$ cat config.mk
export PLATFORM = sky130hd
export DESIGN_NAME = tlul_axi_bridge_mo
export DESIGN_NICKNAME = d
export VERILOG_FILES = /design/src/rtl/tlul_axi_bridge_mo.sv
export SDC_FILE = /design/constraint.sdc
export NUM_CORES = 1
export LEC_CHECK = 0
export ABC_AREA = 1
export CORE_MARGIN = 2
export CORE_UTILIZATION = 44
export DETAILED_ROUTE_END_ITERATION = 12
export PLACE_DENSITY = 0.81
export SETUP_SLACK_MARGIN = 0.4
export SYNTH_ARGS = -nofsm -noshare
export SYNTH_HDL_FRONTEND = slang
export SYNTH_SLANG_ARGS = --single-unit
export TNS_END_PERCENT = 5
$ cat constraint.sdc
create_clock -name clk_i -period 3.11 [get_ports clk_i]
set_input_delay 0.311 -clock clk_i [delete_from_list [all_inputs] [get_ports clk_i]]
set_output_delay 0.311 -clock clk_i [all_outputs]
set_load 0.01 [all_outputs]
$ cat src/rtl/tlul_axi_bridge_mo.sv
// TL-UL to AXI4 bridge: one AXI request in flight from a single issue register,
// up to MaxOutstanding TL-UL transactions tracked and answered strictly in order.
package tlul_pkg;
   typedef struct packed {
      logic        a_valid;
      logic [2:0]  a_opcode;
      logic [2:0]  a_param;
      logic [1:0]  a_size;
      logic [7:0]  a_source;
      logic [31:0] a_address;
      logic [3:0]  a_mask;
      logic [31:0] a_data;
      logic        d_ready;
   } tl_h2d_t;

   typedef struct packed {
      logic        d_valid;
      logic [2:0]  d_opcode;
      logic [2:0]  d_param;
      logic [1:0]  d_size;
      logic [7:0]  d_source;
      logic        d_sink;
      logic [31:0] d_data;
      logic        d_error;
      logic        a_ready;
   } tl_d2h_t;
endpackage

package axi_pkg;
   typedef struct packed {
      logic        aw_valid;
      logic [31:0] aw_addr;
      logic        aw_id;
      logic [7:0]  aw_len;
      logic [2:0]  aw_size;
      logic [1:0]  aw_burst;
      logic [2:0]  aw_prot;
      logic [3:0]  aw_cache;
      logic [3:0]  aw_qos;
      logic        w_valid;
      logic [31:0] w_data;
      logic [3:0]  w_strb;
      logic        w_last;
      logic        b_ready;
      logic        ar_valid;
      logic [31:0] ar_addr;
      logic        ar_id;
      logic [7:0]  ar_len;
      logic [2:0]  ar_size;
      logic [1:0]  ar_burst;
      logic [2:0]  ar_prot;
      logic [3:0]  ar_cache;
      logic [3:0]  ar_qos;
      logic        r_ready;
   } axi_req_t;

   typedef struct packed {
      logic        aw_ready;
      logic        w_ready;
      logic        b_valid;
      logic        b_id;
      logic [1:0]  b_resp;
      logic        ar_ready;
      logic        r_valid;
      logic        r_id;
      logic [31:0] r_data;
      logic [1:0]  r_resp;
      logic        r_last;
   } axi_rsp_t;
endpackage

module tlul_axi_bridge_mo #(
   parameter int unsigned MaxOutstanding = 4,
   parameter logic [31:0] BaseAddr       = 32'h8000_0000,
   parameter logic [31:0] WindowSize     = 32'h4000_0000,
   parameter type         axi_req_t      = axi_pkg::axi_req_t,
   parameter type         axi_rsp_t      = axi_pkg::axi_rsp_t
) (
   input  logic              clk_i,
   input  logic              rst_i,
   input  tlul_pkg::tl_h2d_t tl_i,
   output tlul_pkg::tl_d2h_t tl_o,
   output axi_req_t          axi_req_o,
   input  axi_rsp_t          axi_rsp_i,
   output logic [4:0]        outstanding_o,
   output logic [15:0]       err_count_o
);
   localparam int unsigned PtrW = (MaxOutstanding > 1) ? $clog2(MaxOutstanding) : 1;

   typedef struct packed {
      logic       wr;
      logic [7:0] source;
      logic [1:0] size;
      logic       err;
   } trk_t;

   logic            aw_pend_q, aw_pend_d, w_pend_q, w_pend_d, ar_pend_q, ar_pend_d;
   logic [31:0]     iss_addr_q, iss_addr_d, iss_data_q, iss_data_d;
   logic [1:0]      iss_size_q, iss_size_d;
   logic [3:0]      iss_mask_q, iss_mask_d;
   trk_t            trk_q [MaxOutstanding];
   trk_t            trk_d [MaxOutstanding];
   logic [PtrW-1:0] wptr_q, wptr_d, rptr_q, rptr_d;
   logic [4:0]      cnt_q, cnt_d, out_q, out_d;
   logic            d_vld_q, d_vld_d, d_get_q, d_get_d, d_err_q, d_err_d;
   logic [7:0]      d_source_q, d_source_d;
   logic [1:0]      d_size_q, d_size_d;
   logic [31:0]     d_data_q, d_data_d;
   logic [15:0]     errc_q, errc_d;

   logic a_ready, a_hs, is_get, is_put, loc_err, head_vld, d_free;
   logic r_ready, b_ready, r_hs, b_hs, d_load, d_hs, rsp_err;
   trk_t head;
   logic unused_sig;

   function automatic logic [PtrW-1:0] ptr_inc(input logic [PtrW-1:0] p);
      return (p == PtrW'(MaxOutstanding - 1)) ? '0 : p + 1'b1;
   endfunction

   // The tracking FIFO pops when a response moves into the D register; the
   // outstanding counter follows the D handshake so a_ready still sees it.
   always_comb begin
      a_ready  = ~rst_i & ~(aw_pend_q | w_pend_q | ar_pend_q) & (out_q < 5'(MaxOutstanding));
      a_hs     = tl_i.a_valid & a_ready;
      is_get   = (tl_i.a_opcode == 3'd4);
      is_put   = (tl_i.a_opcode == 3'd0) | (tl_i.a_opcode == 3'd1);
      loc_err  = ~(is_get | is_put) | ((tl_i.a_address - BaseAddr) >= WindowSize);
      head     = trk_q[rptr_q];
      head_vld = (cnt_q != '0);
      d_free   = ~d_vld_q | tl_i.d_ready;
      r_ready  = ~rst_i & head_vld & ~head.err & ~head.wr & d_free;
      b_ready  = ~rst_i & head_vld & ~head.err & head.wr & d_free;
      r_hs     = r_ready & axi_rsp_i.r_valid;
      b_hs     = b_ready & axi_rsp_i.b_valid;
      d_load   = (head_vld & head.err & d_free) | r_hs | b_hs;
      d_hs     = ~rst_i & d_vld_q & tl_i.d_ready;
      rsp_err  = (r_hs & axi_rsp_i.r_resp[1]) | (b_hs & axi_rsp_i.b_resp[1]);
   end

   always_comb begin
      aw_pend_d  = aw_pend_q & ~axi_rsp_i.aw_ready;
      w_pend_d   = w_pend_q & ~axi_rsp_i.w_ready;
      ar_pend_d  = ar_pend_q & ~axi_rsp_i.ar_ready;
      iss_addr_d = iss_addr_q;
      iss_data_d = iss_data_q;
      iss_size_d = iss_size_q;
      iss_mask_d = iss_mask_q;
      trk_d      = trk_q;
      wptr_d     = wptr_q;
      rptr_d     = rptr_q;
      cnt_d      = cnt_q + 5'(a_hs) - 5'(d_load);
      out_d      = out_q + 5'(a_hs) - 5'(d_hs);
      d_vld_d    = d_vld_q & ~tl_i.d_ready;
      d_get_d    = d_get_q;
      d_err_d    = d_err_q;
      d_source_d = d_source_q;
      d_size_d   = d_size_q;
      d_data_d   = d_data_q;
      errc_d     = errc_q;
      if (a_hs) begin
         trk_d[wptr_q] = '{wr: ~is_get, source: tl_i.a_source, size: tl_i.a_size, err: loc_err};
         wptr_d        = ptr_inc(wptr_q);
         if (!loc_err) begin
            ar_pend_d  = is_get;
            aw_pend_d  = is_put;
            w_pend_d   = is_put;
            iss_addr_d = tl_i.a_address;
            iss_data_d = tl_i.a_data;
            iss_size_d = tl_i.a_size;
            iss_mask_d = tl_i.a_mask;
         end
      end
      if (d_load) begin
         rptr_d     = ptr_inc(rptr_q);
         d_vld_d    = 1'b1;
         d_get_d    = ~head.wr;
         d_err_d    = head.err | rsp_err;
         d_source_d = head.source;
         d_size_d   = head.size;
         d_data_d   = (r_hs & ~axi_rsp_i.r_resp[1]) ? axi_rsp_i.r_data : '0;
      end
      if (d_hs && d_err_q && errc_q != 16'hFFFF) errc_d = errc_q + 16'd1;
   end

   always_ff @(posedge clk_i) begin
      if (rst_i) begin
         aw_pend_q  <= 1'b0;
         w_pend_q   <= 1'b0;
         ar_pend_q  <= 1'b0;
         iss_addr_q <= '0;
         iss_data_q <= '0;
         iss_size_q <= '0;
         iss_mask_q <= '0;
         trk_q      <= '{default: '0};
         wptr_q     <= '0;
         rptr_q     <= '0;
         cnt_q      <= '0;
         out_q      <= '0;
         d_vld_q    <= 1'b0;
         d_get_q    <= 1'b0;
         d_err_q    <= 1'b0;
         d_source_q <= '0;
         d_size_q   <= '0;
         d_data_q   <= '0;
         errc_q     <= '0;
      end else begin
         aw_pend_q  <= aw_pend_d;
         w_pend_q   <= w_pend_d;
         ar_pend_q  <= ar_pend_d;
         iss_addr_q <= iss_addr_d;
         iss_data_q <= iss_data_d;
         iss_size_q <= iss_size_d;
         iss_mask_q <= iss_mask_d;
         trk_q      <= trk_d;
         wptr_q     <= wptr_d;
         rptr_q     <= rptr_d;
         cnt_q      <= cnt_d;
         out_q      <= out_d;
         d_vld_q    <= d_vld_d;
         d_get_q    <= d_get_d;
         d_err_q    <= d_err_d;
         d_source_q <= d_source_d;
         d_size_q   <= d_size_d;
         d_data_q   <= d_data_d;
         errc_q     <= errc_d;
      end
   end

   always_comb begin
      tl_o           = '0;
      tl_o.a_ready   = a_ready;
      tl_o.d_valid   = d_vld_q & ~rst_i;
      tl_o.d_opcode  = d_get_q ? 3'd1 : 3'd0;
      tl_o.d_size    = d_size_q;
      tl_o.d_source  = d_source_q;
      tl_o.d_data    = d_data_q;
      tl_o.d_error   = d_err_q;
      axi_req_o          = '0;
      axi_req_o.aw_valid = aw_pend_q & ~rst_i;
      axi_req_o.aw_addr  = iss_addr_q;
      axi_req_o.aw_size  = {1'b0, iss_size_q};
      axi_req_o.aw_burst = 2'b01;
      axi_req_o.w_valid  = w_pend_q & ~rst_i;
      axi_req_o.w_data   = iss_data_q;
      axi_req_o.w_strb   = iss_mask_q;
      axi_req_o.w_last   = 1'b1;
      axi_req_o.b_ready  = b_ready;
      axi_req_o.ar_valid = ar_pend_q & ~rst_i;
      axi_req_o.ar_addr  = iss_addr_q;
      axi_req_o.ar_size  = {1'b0, iss_size_q};
      axi_req_o.ar_burst = 2'b01;
      axi_req_o.r_ready  = r_ready;
      outstanding_o      = rst_i ? 5'd0 : out_q;
      err_count_o        = rst_i ? 16'd0 : errc_q;
   end

   assign unused_sig = ^{tl_i.a_param, axi_rsp_i.b_id, axi_rsp_i.b_resp[0], axi_rsp_i.r_id,
                         axi_rsp_i.r_resp[0], axi_rsp_i.r_last};
endmodule

Word level (Yosys, flattened, before mapping)
Cells that the tools add are included.

Bits in registers: 196. Output and inout bits: 229. Word-level logic and storage cells: 127.

$add $sub $neg: 8. $lt $le $gt $ge: 5. Eq/ne operators: 5. Multiplexer cells: 19. Bitwise logic cells: 50. Reductions and logical operators: 6.

Operator list (count): $bwmux W48 (1); $mux W12 (3); $ge A32 B31 Y1 const B (1); $mux W32 (1); $sub A32 B32 Y32 const B (1); $and A1 B1 Y1 (25); $bmux W12 S2 (1); $demux W12 S2 (1); $add A16 B1 Y16 const B (1); $mux W16 (1); $ne A16 B16 Y1 const B (1); $not A1 Y1 (13); $add A5 B1 Y5 (2); $or A1 B1 Y1 (10); $sub A5 B1 Y5 (2); $mux W1 (8); $ge A3 B3 Y1 const B (2); $not A2 Y3 (2); $lt A5 B3 Y1 const B (1); $mux W5 (1); $reduce_bool A5 Y1 (1); $add A2 B1 Y2 const B (2); $eq A2 B2 Y1 const B (2); $mux W2 (2); 6 further kinds (8).

Longest topological paths before layout
Depth in word-level cells: 12. Gate-level depth with buffers: 20. Depth with buffers taken out: 18.

Worst setup path before layout
No wires, ideal clock.

Kind: flip-flop to flip-flop. Start: register cnt_q[2]. End: register cnt_q[4]. Setup time: 128 ps. Arrival: 2713 ps. Data required time: 2982 ps. Slack: 269 ps. Stages on the path, launching flop included: 21. Path buffers: 2. Period minus slack after synthesis: 2841 ps. Cells stage by stage: dfxtp_1 inv_1 ha_1 inv_1 nor2_1 a21oi_1 nand2_1 nor2_4 nand2_4 nand3_2 buf_6 buf_8 ha_1 inv_1 ha_1 inv_1 fa_1 nor3_1 a211oi_1 o21ai_0 a21oi_1.

Word-level cells in the longest chain between the ends: 9. Elaborated cells on any way between the ends: 15. Classes of those cells: add/sub: 2; bitwise: 12; reduce/logical: 1.

Ends and longest elaborated chain: from (decl) (RTL line 104) `logic [4:0] cnt_q, cnt_d, out_q, out_d;`; from (signal assigned) (RTL line 217) `cnt_q <= cnt_d;`; $reduce_bool A5 Y1 (*) (RTL line 129) `head_vld = (cnt_q != '0);`; $and A1 B1 Y1 (2 in a row) (RTL line 131, 132); $and A1 B1 Y1 (2 in a row) (RTL line 131) `r_ready = ~rst_i & head_vld & ~head.err & ~head.wr & d_free;`; $and A1 B1 Y1 (RTL line 133) `r_hs = r_ready & axi_rsp_i.r_valid;`; $or A1 B1 Y1 (RTL line 135) `d_load = (head_vld & head.err & d_free) | r_hs | b_hs;`; $or A1 B1 Y1 (*) (RTL line 135); named net d_load (RTL line 112) `logic r_ready, b_ready, r_hs, b_hs, d_load, d_hs, rsp_err;`; $sub A5 B1 Y5 (*) (RTL line 151) `cnt_d = cnt_q + 5'(a_hs) - 5'(d_load);`.

Mark *: on every way through the listed nets, which the timed path passes. The rest lies on a longest branch. A chain may end at the register's enable or synchronous reset.

Final worst setup path
Start: register out_q[3]. End: register cnt_q[4].

Word-level cells in the longest chain between the ends: 5.

Ends and longest elaborated chain: from (decl) (RTL line 104); from (signal assigned) (RTL line 218) `out_q <= out_d;`; $lt A5 B3 Y1 (RTL line 123) `a_ready = ~rst_i & ~(aw_pend_q | w_pend_q | ar_pend_q) & (out_q < 5'(MaxOutstanding));`; $and A1 B1 Y1 (RTL line 123); $and A1 B1 Y1 (RTL line 124) `a_hs = tl_i.a_valid & a_ready;`; $add A5 B1 Y5 (RTL line 151); $sub A5 B1 Y5 (RTL line 151).

Every way passes these cells.

==> results.toml <==
[routing]
vias_per_cell = 4.80
firstDrtPassIters = 5
routed_wirelength_mm = 24.8
ant_nets = 0
drc = 0
drt_iter0_drc = 343
wl_per_cell_um = 13.7
num_vias = 8717

[setup_path]
cp_max_fo = 7
critical-path-slowest-cell = "fa_2"
cp_num_buf_inv = 5
cp-end-kind = "flip-flop"
path_cells = "inv_2 > ha_1 > nand2_1 > nor3_2 > nand2_1 > nor2_4 > clkinv_4 > buf_4 > ha_4 > inv_2 > ha_4 > inv_2 > fa_2 > nor3_2 > a211oi_2 > o21ai_1 > a21oi_1"
cp_common_cell = "inv_2"
cpPeakStageDelay_ns = 0.35
cp.required_ns = 3.42
cp-start-kind = "flip-flop"
arrival_ns = 2.87
crit_family = "adder cells"
worst-setup-path-type = "reg2reg"

[timing]
drv_slew = 0
rsz0062_at_grt = "true"
fin_crit_ns = 2.57
setup_tns_ns = 0
tightest_slew_ns = 1.10
final-hold-violation-count = 0
clock.fmax_mhz = 390
relSlewSlack = 0.267
fin_ws_ns = 0.544
finalSetupViolCount = 0
finClkSkew_ns = 0.0118
hold_ws_ns = 0.177
period_share = 0.825

[clock_tree]
cts_buffers = 17
clkTransAtPathRegs_ns = 0.07
clock-sinks = 196
clock_latency_ns = 0.43
ctsLongestPathBuffers = 2
tritoncts = "yes"
ctsHtreeMaxLevel = 4
cts_root_buf = "clkbuf_16"

[outcome]
outcome = "complete, no violations"

[power_and_ir_drop]
power_density_mw_per_mm2 = 713
p_leak_nw = 5.23
ir_drop_v = 0.000452

[die]
start_util = 0.452
die-width_um = 149
dieArea_mm2 = 0.0221
core_mm2 = 0.0204
io_pins = 361
dieHeight_um = 149
rows = 52

[yosys]
syn-cell-area_mm2 = 0.00923
syn_avg_cell_area_um2 = 7.09
yosysUniqueCellTypes = 33
yosys_warnings = 0
synth_edf_count = 0
async_reset_ff_frac = 0
ys_ff_latch = 196
syn_inst = 1301
yosysSeqAreaShare = 0.425
synth_flop_cell = "dfxtp_1"

[grt]
antenna_found_initial = 0
grt_pass1_vias = 8065
grt_overflow_total = 0
grt_max_degree = 128
grt_usage = 0.217
grt_pass1_wl_mm = 39.1

[layout]
fillers = 1859
drive_gt1_frac = 0.0628
final_cell_area_mm2 = 0.0126
n_antenna_cell = 0
nets = 1684
register_area_mm2 = 0.00393
area_growth_pct = 36.7
most-common-layout-cells = "328 x nor2_1, 298 x clkdlybuf4s50_1, 192 x dfxtp_1"
final_common_cell = "nor2_1"
multiInputGateArea_mm2 = 0.00411

[place]
place.gp.congestion = 0.823
place_area_mm2 = 0.0119
dp_hpwl_mm = 17.3
portBuffers = 299
place_ws_ns = 0.278

[run]
maxCapViolations = 0

[worst_hold_path]
hold_path.class = "in2reg"
logic make-up after synthesis:
group | Yosys count | synth area share
AND/OR/NAND/NOR | 574 | 0.257
buffers and inverters | 279 | 0.159
AO/OA/AOI/OAI | 222 | 0.122
flip-flops | 196 | 0.425
adder cells (fa/ha/maj) | 20 | 0.0287
XOR/XNOR | 8 | 0.00759
other | 2 | 0.000814
timing repair:
action                                  CTS  global route
pin swaps                                 0            11
hold buffers                              0             0
setup buffers                             0             8
endpoints found under the setup margin    4             4
gates resized for setup                   5            12
registers in the layout (all words and copies together), names as in the netlist, 4 cells and up:
register	count
trk_q	48
cnt_q	5
d_data_q	32
iss_addr_q	32
out_q	5
iss_data_q	32
iss_mask_q	4
errc_q	16
d_source_q	8
per-layer routing:
layer / global-route usage / share of wire / vias up
met5: 0 / 0 / -
met4: 0.0600 / 0.016 / 0
met3: 0.0575 / 0.074 / 25
met2: 0.383 / 0.50 / 322
met1: 0.262 / 0.41 / 3935
li1: - / - / 4435
cell type report:
class,instances,area share
flip-flops and latches,196,0.312
clock inverters,15,0.0133
repair buffers,326,0.254
clock buffers,17,0.0337
multi-input cells,877,0.326
well taps,270,0.0268
inverters,114,0.0349
per-stage QoR:
stage / cells / utilization / total power, mW
final: 1815 / 0.617 / 9.00
after CTS: 1807 / 0.612 / 8.95
after global placement: 1775 / 0.583 / 6.62
after global routing: 1815 / 0.617 / 9.66
after floorplan: 1352 / - / 5.58
after detailed placement: 1775 / 0.583 / 6.72
path summary, 6_finish.rpt:
kind | cells after the start | startpoint | slack (ns) | to
setup / recovery | 17 | out_q[3] | 0.54 | cnt_q[4]
setup reg to reg | 17 | out_q[3] | 0.54 | cnt_q[4]
hold reg to reg | 2 | trk_q[46] | 0.45 | trk_q[46]
hold / removal | 2 | rst_i | 0.18 | aw_pend_q
power breakdown:
part	internal [mW]	total (mW)	switching (mW)
clock	1.14	2.19	1.05
combinational	1.63	3.59	1.96
sequential	2.96	3.22	0.257
synth_stat cells (8+ instances only):
cell      instances  area share
buf_4            93       0.076
inv_1           108       0.044
nand4_1          43       0.029
a21oi_1          69       0.037
xor2_1            8      0.0076
ha_1             18       0.024
nand3_1          18      0.0098
clkbuf_1         50       0.020
dfxtp_1         196        0.43
nor2_1          329        0.13
nor3_1           12      0.0065
buf_2             9      0.0049
o21ai_0         147       0.080
nand2_1         157       0.064
Power figures use the tool's default switching activity.
